### src/rtl/cache_axi_bridge.sv
// Cache-to-AXI3 bridge. Independent read and write FSMs. Reads go out as a
// single-beat or 4-beat INCR burst, and return data passes straight through
// to the cache. Writes capture a 128-bit line buffer and drive the AW and W
// channels independently.
module cache_axi_bridge #(
  parameter logic [3:0] RD_ID = 4'd0,
  parameter logic [3:0] WR_ID = 4'd1
) (
  input  logic         clk,
  input  logic         reset,
  // cache read side
  input  logic         rd_req,
  input  logic [2:0]   rd_type,
  input  logic [31:0]  rd_addr,
  output logic         rd_rdy,
  output logic         ret_valid,
  output logic [1:0]   ret_last,
  output logic [31:0]  ret_data,
  // cache write side
  input  logic         wr_req,
  input  logic [2:0]   wr_type,
  input  logic [31:0]  wr_addr,
  input  logic [3:0]   wr_wstrb,
  input  logic [127:0] wr_data,
  output logic         wr_rdy,
  // AXI AR
  output logic [3:0]   arid,
  output logic [31:0]  araddr,
  output logic [7:0]   arlen,
  output logic [2:0]   arsize,
  output logic [1:0]   arburst,
  output logic [1:0]   arlock,
  output logic [3:0]   arcache,
  output logic [2:0]   arprot,
  output logic         arvalid,
  input  logic         arready,
  // AXI R
  input  logic [3:0]   rid,
  input  logic [31:0]  rdata,
  input  logic         rlast,
  input  logic         rvalid,
  output logic         rready,
  // AXI AW
  output logic [3:0]   awid,
  output logic [31:0]  awaddr,
  output logic [7:0]   awlen,
  output logic [2:0]   awsize,
  output logic [1:0]   awburst,
  output logic [1:0]   awlock,
  output logic [3:0]   awcache,
  output logic [2:0]   awprot,
  output logic         awvalid,
  input  logic         awready,
  // AXI W
  output logic [3:0]   wid,
  output logic [31:0]  wdata,
  output logic [3:0]   wstrb,
  output logic         wlast,
  output logic         wvalid,
  input  logic         wready,
  // AXI B
  input  logic         bvalid,
  output logic         bready
);

  typedef enum logic [1:0] {R_IDLE, R_AR, R_DATA} r_state_e;
  typedef enum logic [1:0] {W_IDLE, W_SEND, W_RESP} w_state_e;

  r_state_e       r_state_q, r_state_d;
  logic [31:0]    rd_addr_q, rd_addr_d;
  logic [2:0]     rd_type_q, rd_type_d;

  w_state_e       w_state_q, w_state_d;
  logic [31:0]    wbuf_addr_q, wbuf_addr_d;
  logic [2:0]     wbuf_type_q, wbuf_type_d;
  logic [3:0]     wbuf_strb_q, wbuf_strb_d;
  logic [127:0]   wbuf_data_q, wbuf_data_d;
  logic [1:0]     w_cnt_q, w_cnt_d;
  logic           aw_done_q, aw_done_d;
  logic           w_done_q, w_done_d;

  logic           rd_line, wr_line, raw_hazard, aw_hs, w_hs;
  logic           unused_rid;

  assign unused_rid = ^rid;

  assign rd_line = (rd_type_q == 3'b100);
  assign wr_line = (wbuf_type_q == 3'b100);

  // A read to the line currently being written must wait for the write response.
  assign raw_hazard = (w_state_q != W_IDLE) && (rd_addr[31:4] == wbuf_addr_q[31:4]);

  assign rd_rdy    = !reset && (r_state_q == R_IDLE) && !raw_hazard;
  assign arvalid   = !reset && (r_state_q == R_AR);
  assign arid      = RD_ID;
  assign araddr    = rd_addr_q;
  assign arlen     = rd_line ? 8'd3 : 8'd0;
  assign arsize    = rd_line ? 3'd2 : {1'b0, rd_type_q[1:0]};
  assign arburst   = 2'b01;
  assign arlock    = '0;
  assign arcache   = '0;
  assign arprot    = '0;

  assign rready    = !reset && (r_state_q == R_DATA);
  assign ret_valid = rready && rvalid;
  assign ret_data  = rdata;
  assign ret_last  = {1'b0, rlast};

  assign wr_rdy    = !reset && (w_state_q == W_IDLE);
  assign awvalid   = !reset && (w_state_q == W_SEND) && !aw_done_q;
  assign awid      = WR_ID;
  assign awaddr    = wbuf_addr_q;
  assign awlen     = wr_line ? 8'd3 : 8'd0;
  assign awsize    = wr_line ? 3'd2 : {1'b0, wbuf_type_q[1:0]};
  assign awburst   = 2'b01;
  assign awlock    = '0;
  assign awcache   = '0;
  assign awprot    = '0;

  assign wvalid    = !reset && (w_state_q == W_SEND) && !w_done_q;
  assign wid       = WR_ID;
  assign wdata     = wbuf_data_q[{w_cnt_q, 5'd0} +: 32];
  assign wstrb     = wr_line ? 4'hf : wbuf_strb_q;
  assign wlast     = (w_cnt_q == awlen[1:0]);
  assign bready    = !reset && (w_state_q == W_RESP);

  assign aw_hs     = awvalid && awready;
  assign w_hs      = wvalid && wready;

  // Next-state logic for both FSMs and their capture registers.
  always_comb begin
    r_state_d   = r_state_q;
    rd_addr_d   = rd_addr_q;
    rd_type_d   = rd_type_q;
    w_state_d   = w_state_q;
    wbuf_addr_d = wbuf_addr_q;
    wbuf_type_d = wbuf_type_q;
    wbuf_strb_d = wbuf_strb_q;
    wbuf_data_d = wbuf_data_q;
    w_cnt_d     = w_cnt_q;
    aw_done_d   = aw_done_q;
    w_done_d    = w_done_q;

    unique case (r_state_q)
      R_IDLE: if (rd_req && rd_rdy) begin
        r_state_d = R_AR;
        rd_addr_d = rd_addr;
        rd_type_d = rd_type;
      end
      R_AR:   if (arready) r_state_d = R_DATA;
      R_DATA: if (rvalid && rlast) r_state_d = R_IDLE;
      default: r_state_d = R_IDLE;
    endcase

    unique case (w_state_q)
      W_IDLE: if (wr_req && wr_rdy) begin
        w_state_d   = W_SEND;
        wbuf_addr_d = wr_addr;
        wbuf_type_d = wr_type;
        wbuf_strb_d = wr_wstrb;
        wbuf_data_d = wr_data;
        w_cnt_d     = '0;
        aw_done_d   = 1'b0;
        w_done_d    = 1'b0;
      end
      W_SEND: begin
        if (aw_hs) aw_done_d = 1'b1;
        if (w_hs) begin
          w_cnt_d = w_cnt_q + 2'd1;
          if (wlast) w_done_d = 1'b1;
        end
        // AW and the last W may complete in either order or together.
        if ((aw_done_q || aw_hs) && (w_done_q || (w_hs && wlast)))
          w_state_d = W_RESP;
      end
      W_RESP: if (bvalid) w_state_d = W_IDLE;
      default: w_state_d = W_IDLE;
    endcase
  end

  // State registers; capture buffers are not reset since they are reloaded on accept.
  always_ff @(posedge clk) begin
    rd_addr_q   <= rd_addr_d;
    rd_type_q   <= rd_type_d;
    wbuf_addr_q <= wbuf_addr_d;
    wbuf_type_q <= wbuf_type_d;
    wbuf_strb_q <= wbuf_strb_d;
    wbuf_data_q <= wbuf_data_d;
    if (reset) begin
      r_state_q <= R_IDLE;
      w_state_q <= W_IDLE;
      w_cnt_q   <= '0;
      aw_done_q <= 1'b0;
      w_done_q  <= 1'b0;
    end else begin
      r_state_q <= r_state_d;
      w_state_q <= w_state_d;
      w_cnt_q   <= w_cnt_d;
      aw_done_q <= aw_done_d;
      w_done_q  <= w_done_d;
    end
  end

endmodule

### config.mk
export PLATFORM = sky130hd
export DESIGN_NAME = cache_axi_bridge
export DESIGN_NICKNAME = d
export VERILOG_FILES = /design/src/rtl/cache_axi_bridge.sv
export SDC_FILE = /design/constraint.sdc
export NUM_CORES = 1
export LEC_CHECK = 0
export ABC_AREA = 1
export ABC_CLOCK_PERIOD_IN_PS = 6160
export BUFFER_PORTS_ARGS = -buffer_cell sky130_fd_sc_hd__buf_4
export CAP_MARGIN = 10
export CELL_PAD_IN_SITES_DETAIL_PLACEMENT = 1
export CELL_PAD_IN_SITES_GLOBAL_PLACEMENT = 1
export CORE_AREA = 2 2 173 175
export DETAILED_ROUTE_END_ITERATION = 8
export DIE_AREA = 0 0 175 177
export HOLD_SLACK_MARGIN = 0.02
export MAX_ROUTING_LAYER = met4
export PLACE_DENSITY_LB_ADDON = 0.1
export SYNTH_ARGS = -nofsm -noshare
export SYNTH_HDL_FRONTEND = slang
export SYNTH_SLANG_ARGS = --single-unit
### constraint.sdc
create_clock -name clk -period 6.16 [get_ports clk]
set_input_delay 1.232 -clock clk [delete_from_list [all_inputs] [get_ports clk]]
set_output_delay 1.232 -clock clk [all_outputs]
set_load 0.02 [all_outputs]
==> results.json, run 1 <==
{
  "leakage_nw": 5.00,
  "cpLargestDelayFamily": "buffers and inverters",
  "gp_congestion": 0.695,
  "outcome": "complete, no violations",
  "ant_nets": 0,
  "maxCapViolCount": 0,
  "path_max_fanout": 38,
  "ir_worst_vdd_mv": 0.234,
  "grt_first_pass_wirelength_microns": 35100,
  "post_cts_buffers": 0,
  "hold_slack_ps": 526,
  "initial_core_util_pct": 29.6,
  "cp.arrival_ps": 2340,
  "tns_ps": 0,
  "clock.fmax_ghz": 0.280,
  "crit_top_cell": "buf_4",
  "drc": 0,
  "period_needed_ps": 3570,
  "slew_viol_final": 0,
  "rows": 63,
  "critPathMaxStageDelay_ps": 460,
  "numClockSinks": 210,
  "crit_path_end_kind": "output pin",
  "vias": 5914,
  "first_global_vias": 6270,
  "antenna_found_initial": 1,
  "ctsResizeCount": 0,
  "drt_iter0_drc": 212,
  "synth_cells": 694,
  "holdPathEnd": "w_done_q$_SDFFE_PP0P_",
  "final.period_utilization_pct": 58.0,
  "ys_seq_elements": 210,
  "holdCritPathClass": "reg2reg",
  "fin_util_pct": 40.6,
  "ios": 447,
  "critPathLaunchType": "flop",
  "hold_viol_final": 0,
  "ys_seq_area_share_pct": 71.9,
  "setup_viol": 0,
  "power.density_mw_per_mm2": 301,
  "syn_avg_cell_area_sq_um": 12.5,
  "vias_per_cell": 4.22,
  "startpoint": "w_cnt_q[0]$_SDFFE_PP0P_",
  "root_buffer": "clkbuf_16",
  "clock_latency_ps": 540,
  "worst_pin_slew_ps": 1070,
  "fp.dieH_microns": 177,
  "grt_overflow": 0,
  "cts_buffers": 27,
  "r2r_setup_slack_ps": 3660,
  "reg2reg_depth": 4,
  "critPathSlowestCell": "buf_4",
  "slew_headroom_pct": 28.8,
  "critPathKind": "reg2out",
  "worstHoldStart": "w_done_q$_SDFFE_PP0P_",
  "die_w_microns": 175,
  "whs_path_depth": 2,
  "die_area_sq_mm": 0.0310,
  "flow.area_growth_from_synthesis_pct": 37.2,
  "grt_max_degree": 113,
  "dp_hpwl_microns": 16700,
  "rsz0062_at_grt": "false",
  "ys_warn_count": 0,
  "routedWlPerCell_microns": 17.0,
  "yosysUniqueCellTypes": 29,
  "cts_tree": "done",
  "cts_hold_buf": 0,
  "clk_pin_slew_ps": 50,
  "required_ps": 4930,
  "final_nets": 1244,
  "finalWirelength_microns": 23800,
  "port_buffers": 329,
  "path_cells": "inv_2 -> buf_4 -> o21ai_0 -> o22ai_1 -> buf_4",
  "core_sq_mm": 0.0292,
  "h-tree-depth": 1,
  "syn_area_sq_mm": 0.00866,
  "r2r_end": "wbuf_strb_q[0]$_DFFE_PP_",
  "cts_buffer_depth": 3,
  "drive_above_1_share_pct": 38.2,
  "first_pass_iters": 4,
  "cp_num_buf_inv": 3,
  "worstReg2RegStart": "w_state_q[1]$_SDFFE_PP0P_",
  "grt_use_total_pct": 15.3,
  "fin_skew_ps": 23.5
}
==> worst reg2reg max path, cell delays in order (launching register included) <==
cell and delay (ps):
dfxtp_1 360, nor3_1 270, nand2_1 190, inv_6 750
buf_4 590
==> cells in the mapped netlist <==
library cell / instances / area (sq um)
or2_2: 7 / 43.8
xor2_1: 2 / 17.5
nor3b_4: 1 / 18.8
nor2_1: 86 / 323
nand3_1: 6 / 30.0
buf_2: 4 / 20.0
and2_1: 1 / 6.26
o21ai_1: 3 / 15.0
clkinv_1: 1 / 3.75
o21ai_0: 68 / 340
nor3_1: 3 / 15.0
xnor2_1: 4 / 35.0
buf_6: 1 / 11.3
conb_1: 2 / 7.51
a21oi_2: 1 / 8.76
nor2_4: 1 / 11.3
clkbuf_1: 18 / 67.6
nand2_1: 83 / 312
inv_1: 58 / 218
a21oi_1: 5 / 25.0
inv_2: 5 / 18.8
o21ai_2: 1 / 8.76
buf_4: 86 / 646
nand2_2: 3 / 18.8
edfxtp_1: 202 / 6070
dfxtp_1: 8 / 160
o22ai_1: 32 / 200
nor2_2: 1 / 6.26
nor3b_1: 1 / 7.51
==> where the power goes <==
group,internal [mW],total (mW),switching (mW)
Sequential,1.65,1.67,0.0217
Clock,0.834,1.41,0.574
Combinational,0.203,0.491,0.288
Total,2.69,3.57,0.884
==> state kept, by name, summed over array words and instances (netlist names) <==
signal       cells
wbuf_type_q      3
w_state_q        2
awaddr          32
rd_type_q        3
araddr          32
aw_done_q        1
w_done_q         1
w_cnt_q          2
r_state_q        2
wbuf_strb_q      4
wbuf_data_q    128
==> worst max path at each step <==
stage	cells past startpoint	slack (ps)	end
after floorplan	7	300	aw_done_q$_SDFFE_PP0P_
after global placement	5	2590	wbuf_data_q[115]$_DFFE_PP_
after detailed placement	5	2560	wbuf_strb_q[0]$_DFFE_PP_
after CTS	5	2460	wdata[23]
after global routing	5	2390	wdata[23]
final	5	2590	wdata[23]
==> layout make-up <==
| type | count | area (sq um) |
|---|---|---|
| Antenna cell | 1 | 2.50 |
| Clock buffer | 34 | 702 |
| Clock inverter | 11 | 73.8 |
| Fill cell | 3197 | 17400 |
| Inverter | 64 | 245 |
| Multi-Input combinational cell | 358 | 1630 |
| Sequential cell | 210 | 6230 |
| Tap cell | 390 | 488 |
| Timing Repair Buffer | 335 | 2510 |
==> placed cells by master (no fill, tap or decap), types with 2 or more instances in the layout <==
cell type  netlist  final
conb_1           2     49
edfxtp_1       202    202
inv_6            0      2
clkinv_1         1      9
inv_1           58     57
clkbuf_1        18      7
inv_2            5      5
nor3_1           3      3
dfxtp_1          8      7
o21ai_1          3      3
xor2_1           2      2
a21oi_1          5      5
nand2_1         83     83
xnor2_1          4      4
o22ai_1         32     32
or2_2            7      7
nand2_2          3      3
clkbuf_16        0     27
nand3_1          6      6
buf_4           86    335
o21ai_0         68     68
nor2_1          86     86
==> stage by stage <==
step                std cells  area, sq um  power, mW  worst slack [ps]
floorplan                 741         8840       2.00               304
CTS                      1402        11900       3.63              2460
finish                   1403        11900       3.57              2590
detailed placement       1357        11100       2.21              2560
global route             1403        11900       3.73              2390
global placement         1357        11100       2.20              2590
==> routing by layer <==
| layer | part of all wire, % | wire (microns) | up-vias | GRT usage, % |
|---|---|---|---|---|
| li1 | - | - | 2847 | - |
| met1 | 37 | 8920 | 2766 | 16.3 |
| met2 | 49 | 11700 | 268 | 26.1 |
| met3 | 11 | 2650 | 33 | 6.83 |
| met4 | 2.1 | 499 | 0 | 3.65 |
| met5 | 0 | 0 | - | - |
==> cells by family after synthesis <==
logic type	share of synthesized area, %
other	0.0867
buffers and inverters	11.4
AO/OA/AOI/OAI	6.91
flip-flops	71.9
AND/OR/NAND/NOR	9.14
XOR/XNOR	0.607
Note: power is estimated with default switching activity, not from simulation.
==> run 2, diff against run 1 <==
Settings changed: ABC_CLOCK_PERIOD_IN_PS 6160 to 3000, CORE_AREA 2 2 173 175 to 2 2 176 178, DIE_AREA 0 0 175 177 to 0 0 178 180.
Clock period 6.16 ns to 3 ns, I/O delays scaled along.
==> run 2 against run 1 <==
Against the previous run: cell area is 1.6% higher; cell count is 0.93% higher; first-iteration DRC count is 1.9% lower; highest routed layer unchanged; power is 110% higher; largest power group unchanged; combinational power is 110% higher.
==> results.json, run 2 (synthesis gave the netlist of run 1 again) <==
{
  "outcome": "complete, no violations",
  "path_cells": "buf_4 -> o21ai_0 -> o22ai_1 -> buf_4",
  "antenna_found_initial": 0,
  "slew_headroom_pct": 52.2,
  "period_needed_ps": 2740,
  "grt_use_total_pct": 15.0,
  "clock.fmax_ghz": 0.365,
  "ios": 447,
  "vias_per_cell": 4.21,
  "drc": 0,
  "layout_common_cells": "buf_4 (335), edfxtp_1 (202), nor2_1 (86)",
  "holdPathEnd": "wbuf_data_q[0]$_DFFE_PP_",
  "cts_hold_buf": 0,
  "clock_latency_ps": 530,
  "drt_iter0_drc": 208,
  "ir_worst_vdd_mv": 0.452,
  "die_w_microns": 178,
  "place_area_sq_mm": 0.0112,
  "ctsResizeCount": 0,
  "worstReg2RegStart": "awaddr[9]$_DFFE_PP_",
  "fin_skew_ps": 15.5,
  "drive_above_1_share_pct": 39.2,
  "final.period_utilization_pct": 91.3,
  "slew_viol_final": 0,
  "rsz0062_at_grt": "false",
  "gp_congestion": 0.736,
  "worstHoldStart": "wr_data[0]",
  "root_buffer": "clkbuf_16",
  "h-tree-depth": 1,
  "whs_path_depth": 1,
  "regMostFlops": "wbuf_data_q",
  "maxCapViolCount": 0,
  "hold_viol_final": 0,
  "path_max_fanout": 67,
  "setup_viol": 0,
  "power.density_mw_per_mm2": 623,
  "final_nets": 1248,
  "diodes": 0,
  "required_ps": 2400,
  "cp.arrival_ps": 2140,
  "cts_tree": "done",
  "core_sq_mm": 0.0302,
  "finalWirelength_microns": 24300,
  "ant_nets": 0,
  "grt_first_pass_wirelength_microns": 35800,
  "r2r_end": "rd_type_q[2]$_DFFE_PP_",
  "clk_pin_slew_ps": 60,
  "initial_core_util_pct": 28.7,
  "first_pass_iters": 4,
  "r2r_setup_slack_ps": 1280,
  "critPathLaunchType": "flop",
  "critPathMaxStageDelay_ps": 570,
  "design_area_sq_mm": 0.0121,
  "routedWlPerCell_microns": 17.1,
  "fin_util_pct": 40.0,
  "reg2reg_depth": 12,
  "first_global_vias": 6218,
  "leakage_nw": 5.08,
  "cts_buffer_depth": 3,
  "rows": 64,
  "cts_buffers": 26,
  "crit_top_cell": "buf_4",
  "worst_pin_slew_ps": 716,
  "layout_commonest_cell": "buf_4",
  "post_cts_buffers": 0,
  "grt_max_degree": 68,
  "vias": 5962,
  "total_power_mw": 7.51,
  "dp_hpwl_microns": 17900,
  "flow.area_growth_from_synthesis_pct": 39.4,
  "numClockSinks": 210,
  "largest_register_ffs": 128,
  "crit_path_end_kind": "output pin",
  "fp.dieH_microns": 180,
  "critPathSlowestCell": "buf_4",
  "holdCritPathClass": "in2reg",
  "critPathKind": "reg2out",
  "port_buffers": 329,
  "die_area_sq_mm": 0.0320,
  "grt_overflow": 0
}
==> run 2: changes by cell type in the layout (fill, tap and decap cells not counted), moves of 2 or more <==
cell and change:
inv_6 -2, clkinv_1 -2, clkinv_2 +3, clkbuf_8 +3
buf_12 +5
==> run 2: power breakdown <==
| group | switching (mW) | internal (mW) |
|---|---|---|
| registers | 0.0456 | 3.39 |
| logic | 0.599 | 0.435 |
| clock network | 1.21 | 1.84 |
==> run 2: metal layers <==
layer	vias up	share of wire, %	global-route usage [%]
met5	-	0	-
met4	0	2.0	3.48
met3	34	11	5.92
met2	281	48	24.3
met1	2790	39	17.5
li1	2857	-	-
==> run 2: worst max-delay path, delay by kind of cell, from the launching register on <==
| family | cells | cell delay [ps] |
|---|---|---|
| DFF | 1 | 330 |
| buffers and inverters | 2 | 770 |
| AOI/OAI and AO/OA | 2 | 480 |
==> run 2: worst max-delay path by stage <==
stage / slack [ps] / start / endpoint
floorplan: -740 / reset / awaddr[0]$_DFFE_PP_
global placement: 750 / w_cnt_q[0]$_SDFFE_PP0P_ / wdata[1]
detailed placement: 730 / w_cnt_q[0]$_SDFFE_PP0P_ / wdata[1]
CTS: 130 / w_cnt_q[0]$_SDFFE_PP0P_ / wdata[1]
global route: 40 / w_cnt_q[0]$_SDFFE_PP0P_ / wdata[1]
finish: 260 / w_cnt_q[0]$_SDFFE_PP0P_ / wdata[1]
==> run 2: area by class of cell <==
type,count,area (sq um)
inverters,64,244
fillers,3304,18100
repair buffers,340,2620
flip-flops and latches,210,6230
clock buffers,35,714
clock inverters,13,133
well taps,396,495
multi-input cells,358,1640
==> run 2: metrics by stage <==
step                std cells  hold slack, ps  setup WS [ps]  TNS (ps)
floorplan                 741             460           -745   -125040
global placement         1368             489            747         0
detailed placement       1368             500            725         0
CTS                      1416             198            129         0
global route             1416             197           36.9         0
finish                   1416             235            262         0
